[src/rtl/thread_state_store.sv]
`default_nettype none
// +--------------------------------------------------------------------------+
// | thread_state_store: per-thread WIDTH-bit context RAM with valid bits,     |
// | write-first bypass, 1/2-cycle read latency and optional post-reset sweep. |
// | Revision: 1.0                                                            |
// +--------------------------------------------------------------------------+
module thread_state_store #(
  parameter int               N_THREADS      = 16,
  parameter int               N_THREADS_MSB  = $clog2(N_THREADS) - 1,
  parameter int               WIDTH          = 64,
  parameter int               RD_LATENCY     = 1,
  parameter int               CLEAR_ON_RESET = 1,
  parameter logic [WIDTH-1:0] INIT_VALUE     = '0
) (
  input  logic                   CLK,
  input  logic                   RST,
  input  logic [N_THREADS_MSB:0] wr_thread_num,
  input  logic                   wr_en,
  input  logic [WIDTH-1:0]       din,
  input  logic [N_THREADS_MSB:0] inv_thread_num,
  input  logic                   inv_en,
  input  logic [N_THREADS_MSB:0] rd_thread_num,
  input  logic                   rd_en,
  output logic [WIDTH-1:0]       dout,
  output logic                   dout_valid,
  output logic                   dout_strobe,
  output logic                   ready
);

  typedef enum logic [0:0] {
    ST_SWEEP = 1'b0,
    ST_RUN   = 1'b1
  } state_t;

  localparam logic [N_THREADS_MSB:0] LAST_SLOT = (N_THREADS_MSB + 1)'(N_THREADS - 1);

  state_t                 state_q, state_d;
  logic [N_THREADS_MSB:0] sweep_cnt_q, sweep_cnt_d;
  logic [N_THREADS-1:0]   valid_q, valid_d;
  logic [WIDTH-1:0]       mem [N_THREADS];

  logic                   mem_we;
  logic [N_THREADS_MSB:0] mem_waddr;
  logic [WIDTH-1:0]       mem_wdata;
  logic                   wr_fire, inv_fire, rd_fire;
  logic [WIDTH-1:0]       rd_data;
  logic                   rd_valid;

  assign ready    = (state_q == ST_RUN);
  assign wr_fire  = ready & ~RST & wr_en;
  assign inv_fire = ready & ~RST & inv_en;
  assign rd_fire  = ready & ~RST & rd_en;

  always_comb begin
    state_d     = state_q;
    sweep_cnt_d = sweep_cnt_q;
    mem_we      = 1'b0;
    mem_waddr   = wr_thread_num;
    mem_wdata   = din;
    if (!RST) begin
      if (state_q == ST_SWEEP) begin
        if (CLEAR_ON_RESET != 0) begin
          mem_we    = 1'b1;
          mem_waddr = sweep_cnt_q;
          mem_wdata = INIT_VALUE;
          if (sweep_cnt_q == LAST_SLOT) begin
            state_d = ST_RUN;
          end else begin
            sweep_cnt_d = sweep_cnt_q + 1'b1;
          end
        end else begin
          state_d = ST_RUN;
        end
      end else begin
        mem_we = wr_fire;
      end
    end
  end

  // A write to a slot overrides an invalidate of the same slot.
  always_comb begin
    valid_d = valid_q;
    if (inv_fire) valid_d[inv_thread_num] = 1'b0;
    if (wr_fire)  valid_d[wr_thread_num]  = 1'b1;
  end

  // Read sample is taken in the request cycle, with write-first bypass.
  always_comb begin
    rd_data  = mem[rd_thread_num];
    rd_valid = valid_q[rd_thread_num];
    if (wr_fire && (wr_thread_num == rd_thread_num)) begin
      rd_data  = din;
      rd_valid = 1'b1;
    end else if (inv_fire && (inv_thread_num == rd_thread_num)) begin
      rd_valid = 1'b0;
    end
  end

  always_ff @(posedge CLK) begin
    if (RST) begin
      state_q     <= ST_SWEEP;
      sweep_cnt_q <= '0;
      valid_q     <= '0;
    end else begin
      state_q     <= state_d;
      sweep_cnt_q <= sweep_cnt_d;
      valid_q     <= valid_d;
    end
  end

  always_ff @(posedge CLK) begin
    if (mem_we) mem[mem_waddr] <= mem_wdata;
  end

  generate
    if (RD_LATENCY == 2) begin : g_lat2
      logic [WIDTH-1:0] s1_data_q, s1_data_d, out_data_q, out_data_d;
      logic             s1_valid_q, s1_valid_d, out_valid_q, out_valid_d;
      logic             s1_strobe_q, s1_strobe_d, out_strobe_q, out_strobe_d;

      always_comb begin
        s1_data_d    = rd_fire ? rd_data : s1_data_q;
        s1_valid_d   = rd_fire ? rd_valid : s1_valid_q;
        s1_strobe_d  = rd_fire;
        out_data_d   = s1_strobe_q ? s1_data_q : out_data_q;
        out_valid_d  = s1_strobe_q ? s1_valid_q : out_valid_q;
        out_strobe_d = s1_strobe_q;
      end

      always_ff @(posedge CLK) begin
        if (RST) begin
          s1_data_q    <= '0;
          s1_valid_q   <= 1'b0;
          s1_strobe_q  <= 1'b0;
          out_data_q   <= '0;
          out_valid_q  <= 1'b0;
          out_strobe_q <= 1'b0;
        end else begin
          s1_data_q    <= s1_data_d;
          s1_valid_q   <= s1_valid_d;
          s1_strobe_q  <= s1_strobe_d;
          out_data_q   <= out_data_d;
          out_valid_q  <= out_valid_d;
          out_strobe_q <= out_strobe_d;
        end
      end

      assign dout        = out_data_q;
      assign dout_valid  = out_valid_q;
      assign dout_strobe = out_strobe_q;
    end else begin : g_lat1
      logic [WIDTH-1:0] out_data_q, out_data_d;
      logic             out_valid_q, out_valid_d;
      logic             out_strobe_q, out_strobe_d;

      always_comb begin
        out_data_d   = rd_fire ? rd_data : out_data_q;
        out_valid_d  = rd_fire ? rd_valid : out_valid_q;
        out_strobe_d = rd_fire;
      end

      always_ff @(posedge CLK) begin
        if (RST) begin
          out_data_q   <= '0;
          out_valid_q  <= 1'b0;
          out_strobe_q <= 1'b0;
        end else begin
          out_data_q   <= out_data_d;
          out_valid_q  <= out_valid_d;
          out_strobe_q <= out_strobe_d;
        end
      end

      assign dout        = out_data_q;
      assign dout_valid  = out_valid_q;
      assign dout_strobe = out_strobe_q;
    end
  endgenerate

endmodule
`default_nettype wire

[config.mk]
export PLATFORM = sky130hd
export DESIGN_NAME = thread_state_store
export DESIGN_NICKNAME = d
export VERILOG_FILES = /design/src/rtl/thread_state_store.sv
export SDC_FILE = /design/constraint.sdc
export NUM_CORES = 1
export LEC_CHECK = 0
export CORE_ASPECT_RATIO = 1.1
export CORE_MARGIN = 2
export CORE_UTILIZATION = 60
export CTS_CLUSTER_DIAMETER = 60
export CTS_CLUSTER_SIZE = 25
export DETAILED_ROUTE_END_ITERATION = 12
export MAX_ROUTING_LAYER = met4
export PLACE_DENSITY = 0.77
export REMOVE_ABC_BUFFERS = 1
export SLEW_MARGIN = 20
export SYNTH_ARGS = -nofsm -noshare
export SYNTH_HDL_FRONTEND = slang
export SYNTH_SLANG_ARGS = --single-unit
[constraint.sdc]
create_clock -name CLK -period 15.2 [get_ports CLK]
set_clock_uncertainty 0.2 [all_clocks]
set_input_delay 4.56 -clock CLK [delete_from_list [all_inputs] [get_ports CLK]]
set_output_delay 4.56 -clock CLK [all_outputs]
set_load 0.1 [all_outputs]
==> run_results.csv, run 1 <==
group,metric,value,unit
setup_path,crit_fanout,52,
layout,fin_util,66.7,%
yosys,yosysSeqAreaShare,75.9,%
clocking,cts.htree.levels,2,
clocking,clock_sinks,1111,
clocking,cts_buffers,54,
layout,final_cell_area,0.0470,mm2
route,first_pass_iters,5,
yosys,synth_compound_area_share,6.17,%
floorplanning,core,0.0704,mm2
yosys,netlist_area,0.0428,mm2
layout,nFillCells,4393,
setup_path,cpMostUsedCell,"buf_4",
yosys,yosysTopAreaCellShare,71.8,%
grt,antenna_found_initial,1,
placement,gp_congestion,0.807,
timing,tightest_slew,1.16,ns
grt,gr-usage-all-layers,26.7,%
timing,maxSlewHeadroom,22.6,%
floorplanning,ios,148,
route,routed_wl,94400,um
placement,dp_hpwl,48700,um
layout,final_nets,2237,
route,route.detailed.drc,0,
setup_path,critPathSlowestCell,"buf_4",
clocking,cts-resized-gates,0,
floorplanning,dieHeight,284,um
floorplanning,rows,102,
yosys,synthDistinctLibCells,47,
yosys,avgSynthCellArea,21.0,um2
placement,dpl_cell_area,0.0452,mm2
yosys,synth_top_flop_cell,"edfxtp_1",
layout,area_delta_synth_final,9.82,%
clocking,path_clk_slew,0.09,ns
min_path,hp-class,"reg2reg",
timing,final-hold-violation-count,0,
setup_path,path_delay_family,"buffers and inverters",
yosys,synth_area_leader_cell,"edfxtp_1",
grt,grt_max_degree,76,
grt,grt_pass1_wl,140000,um
setup_path,cpPeakStageDelay,0.99,ns
timing,period_share,55.3,%
power_and_ir_drop,power,5390,uW
route,postRouteAntennaNets,0,
timing,timing.hold.ws,0.282,ns
yosys,synth.area.top_cells,"edfxtp_1 (72%), mux4_2 (14%), dfxtp_1 (4.1%)",
placement,portBuffers,147,
floorplanning,dieArea,0.0735,mm2
clocking,cts_tree,"yes",
yosys,syn_inst,2039,
setup_path,cp_num_buf_inv,4,
timing,setup_viol,0,
floorplanning,die_w,259,um
yosys,synth_simple_gate_area_share,1.57,%
setup_path,cp_cell_sequence,"clkdlybuf4s50_1 -> buf_4 -> or2_4 -> buf_16 -> mux2_4 -> xnor2_2 -> a31oi_4 -> buf_4 -> a221oi_2",
timing,tns,0,ns
job,drv_cap,0,
route,drt_iter0_markers,2287,
floorplanning,start_util,60.8,%
yosys,yosys.area_share.adder,0.0292,%
yosys,synth_warnings,0,
yosys,synth_edf_count,1024,
timing,fmaxAchievable,119,MHz
clocking,root_buffer,"clkbuf_16",
clocking,clk-insertion-delay-late,0.64,ns
route,viasPerCell,6.77,
setup_path,cp-start-kind,"input pin",
yosys,ys_seq_elements,1111,
clocking,clk_path_buf_depth,3,
yosys,muxShareOfSynthArea,13.8,%
power_and_ir_drop,p_leak,0.0151,uW
clocking,holdBufCountCts,0,
status,status,"finished, final reports clean",
timing,rsz0062_at_grt,"no",
grt,grt_pass1_vias,21600,
layout,regArea,0.0325,mm2
setup_path,cp_data_arrival_time,8.67,ns
setup_path,end_kind,"flop",
setup_path,required,15.48,ns
setup_path,criticalPathCategory,"in2reg",
route,wl_per_cell,30.1,um
yosys,synth_xor_area_share,0.284,%
grt,grt_overflow,0,
power_and_ir_drop,vdd_ir_drop_max,0.123,mV
route,via_count,21200,
clocking,post-cts-setup-buffer-count,0,
power_and_ir_drop,pwr_density_cell,115,mW/mm2
yosys,async_flop_share,0,%
yosys,synth_top_family_by_area,"multiplexers",
timing,min_period,8.40,ns
layout,multi_input_area,0.00951,mm2
timing,slew_viol_final,0,
layout,drive_gt1_share,21.5,%
==> synth_stat cells, types with 2 or more instances <==
cell type,number
nand3_1,5
nand4_1,3
buf_6,8
xnor2_1,6
xor2_1,6
a21oi_1,86
a221oi_1,68
a31oi_1,2
inv_1,68
buf_2,40
a22oi_1,2
buf_1,6
mux4_2,260
nand2_1,85
a221oi_2,60
clkbuf_1,67
buf_12,5
o21ai_0,17
mux2i_1,4
nand3b_1,3
edfxtp_1,1024
buf_4,5
a22o_1,64
nor3b_1,4
nor2b_1,4
nor2_1,27
dfxtp_1,87
nand2b_1,2
nor3_1,3
==> layer usage <==
metal | part of all wire, % | track usage (%)
met3 | 9.2 | 4.39
met2 | 50 | 42.1
met5 | 0 | -
met4 | 2.6 | 6.88
met1 | 39 | 37.1
==> final cells by class <==
class / count / share of cell area, %
clock buffer: 85 / 3.30
inverter: 68 / 0.543
timing repair buffer: 191 / 3.90
multi-input combinational: 729 / 20.2
clock inverter: 16 / 0.418
tap: 936 / 2.49
antenna: 1 / 0.00532
sequential: 1111 / 69.1
==> final timing paths <==
path | start | endpoint | slack (ns) | depth (start not counted)
worst max-delay path | RST | dout[46] | 6.80 | 9
worst min-delay path | valid_q[2] | valid_q[2] | 0.28 | 2
worst max register to register | ready | dout[46] | 10.86 | 7
worst min register to register | valid_q[2] | valid_q[2] | 0.28 | 2
==> worst register-to-register path, stage by stage, from the launching register on <==
cell	delay (ns)
dfxtp_1	0.61
or2_4	0.47
buf_16	0.33
mux2_4	0.38
xnor2_2	0.15
a31oi_4	0.79
buf_4	1.02
a221oi_2	0.22
==> cells in the final DEF (no fill, tap or decap), types with 4 or more instances in the layout <==
master,Yosys,final
xor2_1,6,6
clkbuf_1,67,26
nor2_4,0,17
a221oi_2,60,60
xnor2_1,6,6
edfxtp_1,1024,1024
nand2_1,85,85
clkbuf_16,0,57
buf_4,5,43
mux4_2,260,260
nor3b_1,4,4
o21ai_0,17,17
a21oi_1,86,86
clkinvlp_4,0,6
nor2_1,27,10
clkdlybuf4s50_1,0,145
mux2i_1,4,4
inv_1,68,66
nand3_1,5,5
a221oi_1,68,68
dfxtp_1,87,87
a22o_1,64,64
==> power breakdown <==
part           leakage [uW]  switching, uW  internal (uW)
combinational       0.00420            193            122
sequential           0.0101           10.3           3380
clock              0.000821            929            756
total                0.0151           1130           4250
==> cells by family (layout without fill, tap and decap cells) <==
kind of cell | count (synthesis) | in the layout
compound gates | 302 | 302
xor+xnor | 13 | 13
fa+ha+maj | 1 | 1
buf+inv | 199 | 360
flops | 1111 | 1111
mux | 265 | 265
other cells | 0 | 1
simple gates | 148 | 148
==> sequential cells by signal, indices dropped and copies added, names as in the netlist <==
signal       flops
sweep_cnt_q      4
dout_valid       1
mem           1024
dout_strobe      1
dout            64
valid_q         16
ready            1
==> per-stage QoR <==
step,worst slack (ns),std cells
floorplan,5.45,1908
detailed placement,5.99,3034
CTS,6.68,3135
finish,6.80,3137
global placement,6.08,3034
global route,6.63,3137
Note: power is estimated with default switching activity, not from simulation.
==> run 2: changes to the inputs <==
- CORE_UTILIZATION: 60 -> 55
- PLACE_DENSITY: 0.77 -> 0.75
- clock period: 15.2 -> 6.98 ns (I/O delays scaled with it)
==> run 2 against run 1 <==
- via count decreased by 0.30%
- worst setup slack got worse by 5.0 ns
- total power increased by 120%
- first-iteration DRC count decreased by 7.3%
- final area increased by 0.81%
- critical path depth decreased by 3
- die area increased by 9.0%
==> run_results.csv, run 2 (synthesized netlist as in run 1, its figures left out) <==
group,metric,value,unit
placement,gp_congestion,0.842,
layout,final_cell_mix,"edfxtp_1 (1024), mux4_2 (260), clkdlybuf4s50_1 (145)",
clocking,holdBufCountCts,0,
timing,timing.hold.ws,0.285,ns
timing,setup_viol,0,
power_and_ir_drop,p_clk_share,31.3,%
setup_path,required,7.05,ns
timing,maxSlewHeadroom,25.1,%
floorplanning,rows,107,
job,drv_cap,0,
route,routed_wl,95000,um
clocking,cts_buffers,54,
clocking,cts_tree,"yes",
placement,portBuffers,147,
setup_path,cp_data_arrival_time,5.27,ns
clocking,root_buffer,"clkbuf_16",
grt,grt_pass1_vias,21500,
layout,drive_gt1_share,21.7,%
layout,area_delta_synth_final,10.7,%
route,wl_per_cell,29.3,um
setup_path,end_kind,"flop",
power_and_ir_drop,p_sw,2460,uW
setup_path,cp-start-kind,"input pin",
clocking,post-cts-setup-buffer-count,0,
min_path,hold_end,"valid_q[7]",
layout,largest-register,"mem",
clocking,cts-resized-gates,0,
power_and_ir_drop,p_int,9280,uW
clocking,clk_path_buf_depth,3,
min_path,hold_start,"valid_q[7]",
floorplanning,core,0.0772,mm2
grt,antenna_found_initial,0,
setup_path,ff2ff_setup_slack,3.08,ns
floorplanning,dieArea,0.0801,mm2
route,via_count,21200,
setup_path,worst_r2r_path_depth,5,
min_path,min_path_cells,2,
grt,grt_overflow,0,
route,first_pass_iters,5,
setup_path,cpPeakStageDelay,0.88,ns
layout,largest_reg_flops,1024,
timing,period_share,74.5,%
power_and_ir_drop,power_frac_seq,62.8,%
status,status,"finished, final reports clean",
timing,rsz0062_at_grt,"no",
timing,tns,0,ns
route,viasPerCell,6.53,
placement,dp_hpwl,50200,um
timing,slew_viol_final,0,
power_and_ir_drop,switching_share,20.9,%
timing,tightest_slew,1.12,ns
clocking,clock_sinks,1111,
setup_path,reg2reg_to,"mem[12][42]",
setup_path,criticalPathCategory,"in2reg",
power_and_ir_drop,p_leak,0.0152,uW
clocking,cts.htree.levels,2,
floorplanning,ios,148,
power_and_ir_drop,share_comb_of_total_power,5.9,%
grt,gr-usage-all-layers,24.6,%
clocking,path_clk_slew,0.09,ns
grt,grt_max_degree,95,
setup_path,reg2reg_from,"ready",
power_and_ir_drop,pwr_density_cell,248,mW/mm2
route,route.detailed.drc,0,
timing,final-hold-violation-count,0,
setup_path,crit_fanout,39,
floorplanning,die_w,270,um
min_path,hp-class,"reg2reg",
setup_path,cp_cell_sequence,"clkdlybuf4s50_1 -> or2_4 -> mux2_4 -> nand2_1 -> nor2_4 -> buf_4",
layout,final_nets,2245,
timing,min_period,5.20,ns
setup_path,critPathSlowestCell,"nor2_4",
route,postRouteAntennaNets,0,
power_and_ir_drop,power,11700,uW
clocking,clk-insertion-delay-late,0.64,ns
power_and_ir_drop,vdd_ir_drop_max,0.202,mV
layout,nFillCells,5231,
floorplanning,start_util,55.4,%
layout,final_common_cell,"edfxtp_1",
layout,fin_util,61.3,%
floorplanning,dieHeight,297,um
layout,diodes,0,
route,drt_iter0_markers,2119,
grt,grt_pass1_wl,141000,um
timing,fmaxAchievable,192,MHz
## run 2: changes by cell type in the layout (fill, tap and decap cells not counted), moves of 3 or more
cell,change
buf_12,+16
buf_4,-8
clkinvlp_4,-5
inv_12,+3
inv_6,-3
## run 2: metrics by stage
step                      instance area (um2)  setup WS, ns  cells
after floorplan                         42100        -0.300   1908
final                                   47400          1.78   3242
after CTS                               47300          1.82   3240
after global placement                  45600          1.17   3140
after detailed placement                45600          1.16   3140
after global routing                    47400          1.66   3242
## run 2: layout make-up
cell class / count / area (um2) / area share (%)
tap: 1035 / 1290 / 2.73
clock inverter: 14 / 181 / 0.383
sequential: 1111 / 32500 / 68.6
inverter: 68 / 255 / 0.539
timing repair buffer: 199 / 2090 / 4.41
multi-input combinational: 729 / 9510 / 20.1
clock buffer: 86 / 1570 / 3.30
## run 2: worst max-delay path, delay by kind of cell
kind / cells / cell delay (ns)
and+or+nand+nor: 3 / 1.52
buffers and inverters: 2 / 1.33
muxes: 1 / 0.27
## run 2: worst max path at each step
stage | from | endpoint | slack [ns] | cells after the start
after global placement | RST | mem[12][5] | 1.17 | 6
after global routing | RST | mem[12][42] | 1.66 | 6
final | RST | mem[12][42] | 1.78 | 6
after detailed placement | RST | mem[12][23] | 1.16 | 6
after floorplan | RST | dout[28] | -0.30 | 5
after CTS | RST | mem[12][42] | 1.82 | 6
## run 2: power groups by stage
stage / clock network [uW] / registers [uW] / logic, uW
final: 3670 / 7370 / 698
after global placement: 0 / 7520 / 683
after detailed placement: 0 / 7530 / 700
after floorplan: 0 / 7520 / 374
after global routing: 3930 / 7380 / 747
after CTS: 3720 / 7370 / 703
## run 2: metal layers
| layer | vias up | share of wire [%] | track usage, % |
|---|---|---|---|
| met5 | - | 0 | - |
| met4 | 0 | 2.0 | 5.20 |
| met3 | 130 | 8.3 | 4.29 |
| met2 | 974 | 50 | 40.0 |
| met1 | 11300 | 40 | 33.2 |
| li1 | 8748 | - | - |
==> run 3: changes to the inputs <==
- clock period: 6.98 -> 4.69 ns (I/O delays scaled with it)
==> run 3 against run 2 <==
- total power grew 49%
- highest routed layer unchanged
- global-route usage rose by 0.29 points
- final area grew 0.91%
- worst hold slack better by 0.0030 ns
- sequential share of layout area shrank 0.62 points
- critical path depth is 5 lower
- first-iteration DRC count rose by 25%
- routed wire length rose by 1.4%
==> run_results.csv, run 3 (synthesized netlist as in run 1, its figures left out) <==
group,metric,value,unit
setup_path,cp_data_arrival_time,2.48,ns
placement,gp_congestion,0.855,
timing,tightest_slew,1.08,ns
placement,dp_hpwl,50900,um
route,route.detailed.drc,0,
timing,fmaxAchievable,245,MHz
floorplanning,rows,107,
layout,diodes,0,
route,via_count,21300,
clocking,cts_buffers,54,
setup_path,end_kind,"output pin",
timing,min_period,4.09,ns
grt,grt_overflow,0,
placement,portBuffers,147,
route,drt_iter0_markers,2657,
layout,drive_gt1_share,22.7,%
setup_path,path_delay_family,"buffers and inverters",
grt,grtUsageMet1,34.5,%
setup_path,cp_cell_sequence,"clkdlybuf4s50_1",
clocking,clk-insertion-delay-late,0.64,ns
clocking,cts-resized-gates,0,
placement,preCtsSetupSlack,0.397,ns
grt,grt-busiest-layer,"met2",
min_path,hp-class,"reg2reg",
clocking,clock_sinks,1111,
grt,met3_usage,3.86,%
timing,slew_viol_final,0,
power_and_ir_drop,p_leak,0.0154,uW
clocking,clk_path_buf_depth,3,
setup_path,cp-start-kind,"flop",
timing,maxSlewHeadroom,27.4,%
clocking,holdBufCountCts,0,
floorplanning,dieHeight,297,um
timing,rsz0062_at_grt,"no",
floorplanning,ios,148,
floorplanning,core,0.0772,mm2
setup_path,cp_num_buf_inv,1,
grt,grt_max_degree,66,
route,wl_per_cell,29.5,um
route,routed_wl,96300,um
setup_path,worstSetupStartpoint,"ready",
power_and_ir_drop,vdd_ir_drop_max,0.341,mV
route,viasPerCell,6.53,
timing,tns,0,ns
setup_path,criticalPathCategory,"reg2out",
setup_path,crit_fanout,11,
layout,largest_reg_flops,1024,
timing,setup_ws,0.603,ns
grt,grt_pass1_wl,142000,um
timing,setup_viol,0,
layout,area_delta_synth_final,11.7,%
timing,final-hold-violation-count,0,
route,first_pass_iters,5,
floorplanning,die_w,270,um
layout,largest-register,"mem",
layout,final_common_cell,"edfxtp_1",
layout,final_cell_mix,"edfxtp_1 (1024), mux4_2 (260), clkdlybuf4s50_1 (145)",
clocking,cts_tree,"yes",
layout,final_nets,2273,
job,drv_cap,0,
clocking,cts.htree.levels,2,
clocking,path_clk_slew,0.09,ns
floorplanning,dieArea,0.0801,mm2
status,status,"finished, final reports clean",
grt,grt_pass1_vias,21700,
power_and_ir_drop,pwr_density_cell,367,mW/mm2
setup_path,reg2reg_from,"ready",
setup_path,cpPeakStageDelay,1.23,ns
setup_path,critPathSlowestCell,"clkdlybuf4s50_1",
clocking,post-cts-setup-buffer-count,0,
clocking,root_buffer,"clkbuf_16",
grt,gr-usage-met2,39.5,%
floorplanning,start_util,55.4,%
timing,timing.hold.ws,0.288,ns
timing,period_share,87.1,%
min_path,hold_start,"valid_q[3]",
grt,antenna_found_initial,1,
setup_path,required,3.08,ns
grt,gr-usage-all-layers,24.9,%
route,postRouteAntennaNets,0,
-- run 3: changes by cell type in the layout (fill, tap and decap cells not counted), moves of 3 or more --
cell      previous run  this run
inv_12               3         0
buf_12              16        35
clkinv_4             1         4
buf_4               35        45
-- run 3: worst paths after layout --
check	end	slack (ns)	depth (start not counted)
max	ready	0.60	1
min	valid_q[3]	0.29	2
max reg2reg	dout[27]	1.74	7
min reg2reg	valid_q[3]	0.29	2
-- run 3: cell type report --
type	count	area, um2
tap	1035	1290
timing repair buffer	227	2520
clock buffer	84	1510
fill	5075	29400
inverter	68	255
clock inverter	17	246
multi-input combinational	729	9510
sequential	1111	32500
-- run 3: power by group --
| group | internal, uW | leakage, uW | switching [uW] |
|---|---|---|---|
| clock network | 2500 | 0.000838 | 2990 |
| registers | 10900 | 0.0101 | 33.1 |
| logic | 434 | 0.00449 | 641 |
-- run 3: per-stage QoR --
stage               instances  utilization, %  power (uW)  area, um2
global placement         3170            59.6       12200      46100
finish                   3271            61.9       17500      47800
CTS                      3271            61.9       17600      47800
global route             3271            61.9       18000      47800
detailed placement       3170            59.6       12300      46100
floorplan                1908               -       11800      42100
-- run 3: metal layers --
layer | vias to the layer above | routed length (um)
met3 | 132 | 8090
li1 | 8804 | -
met4 | 0 | 2200
met2 | 1048 | 47500
met5 | - | 0
met1 | 11400 | 38600
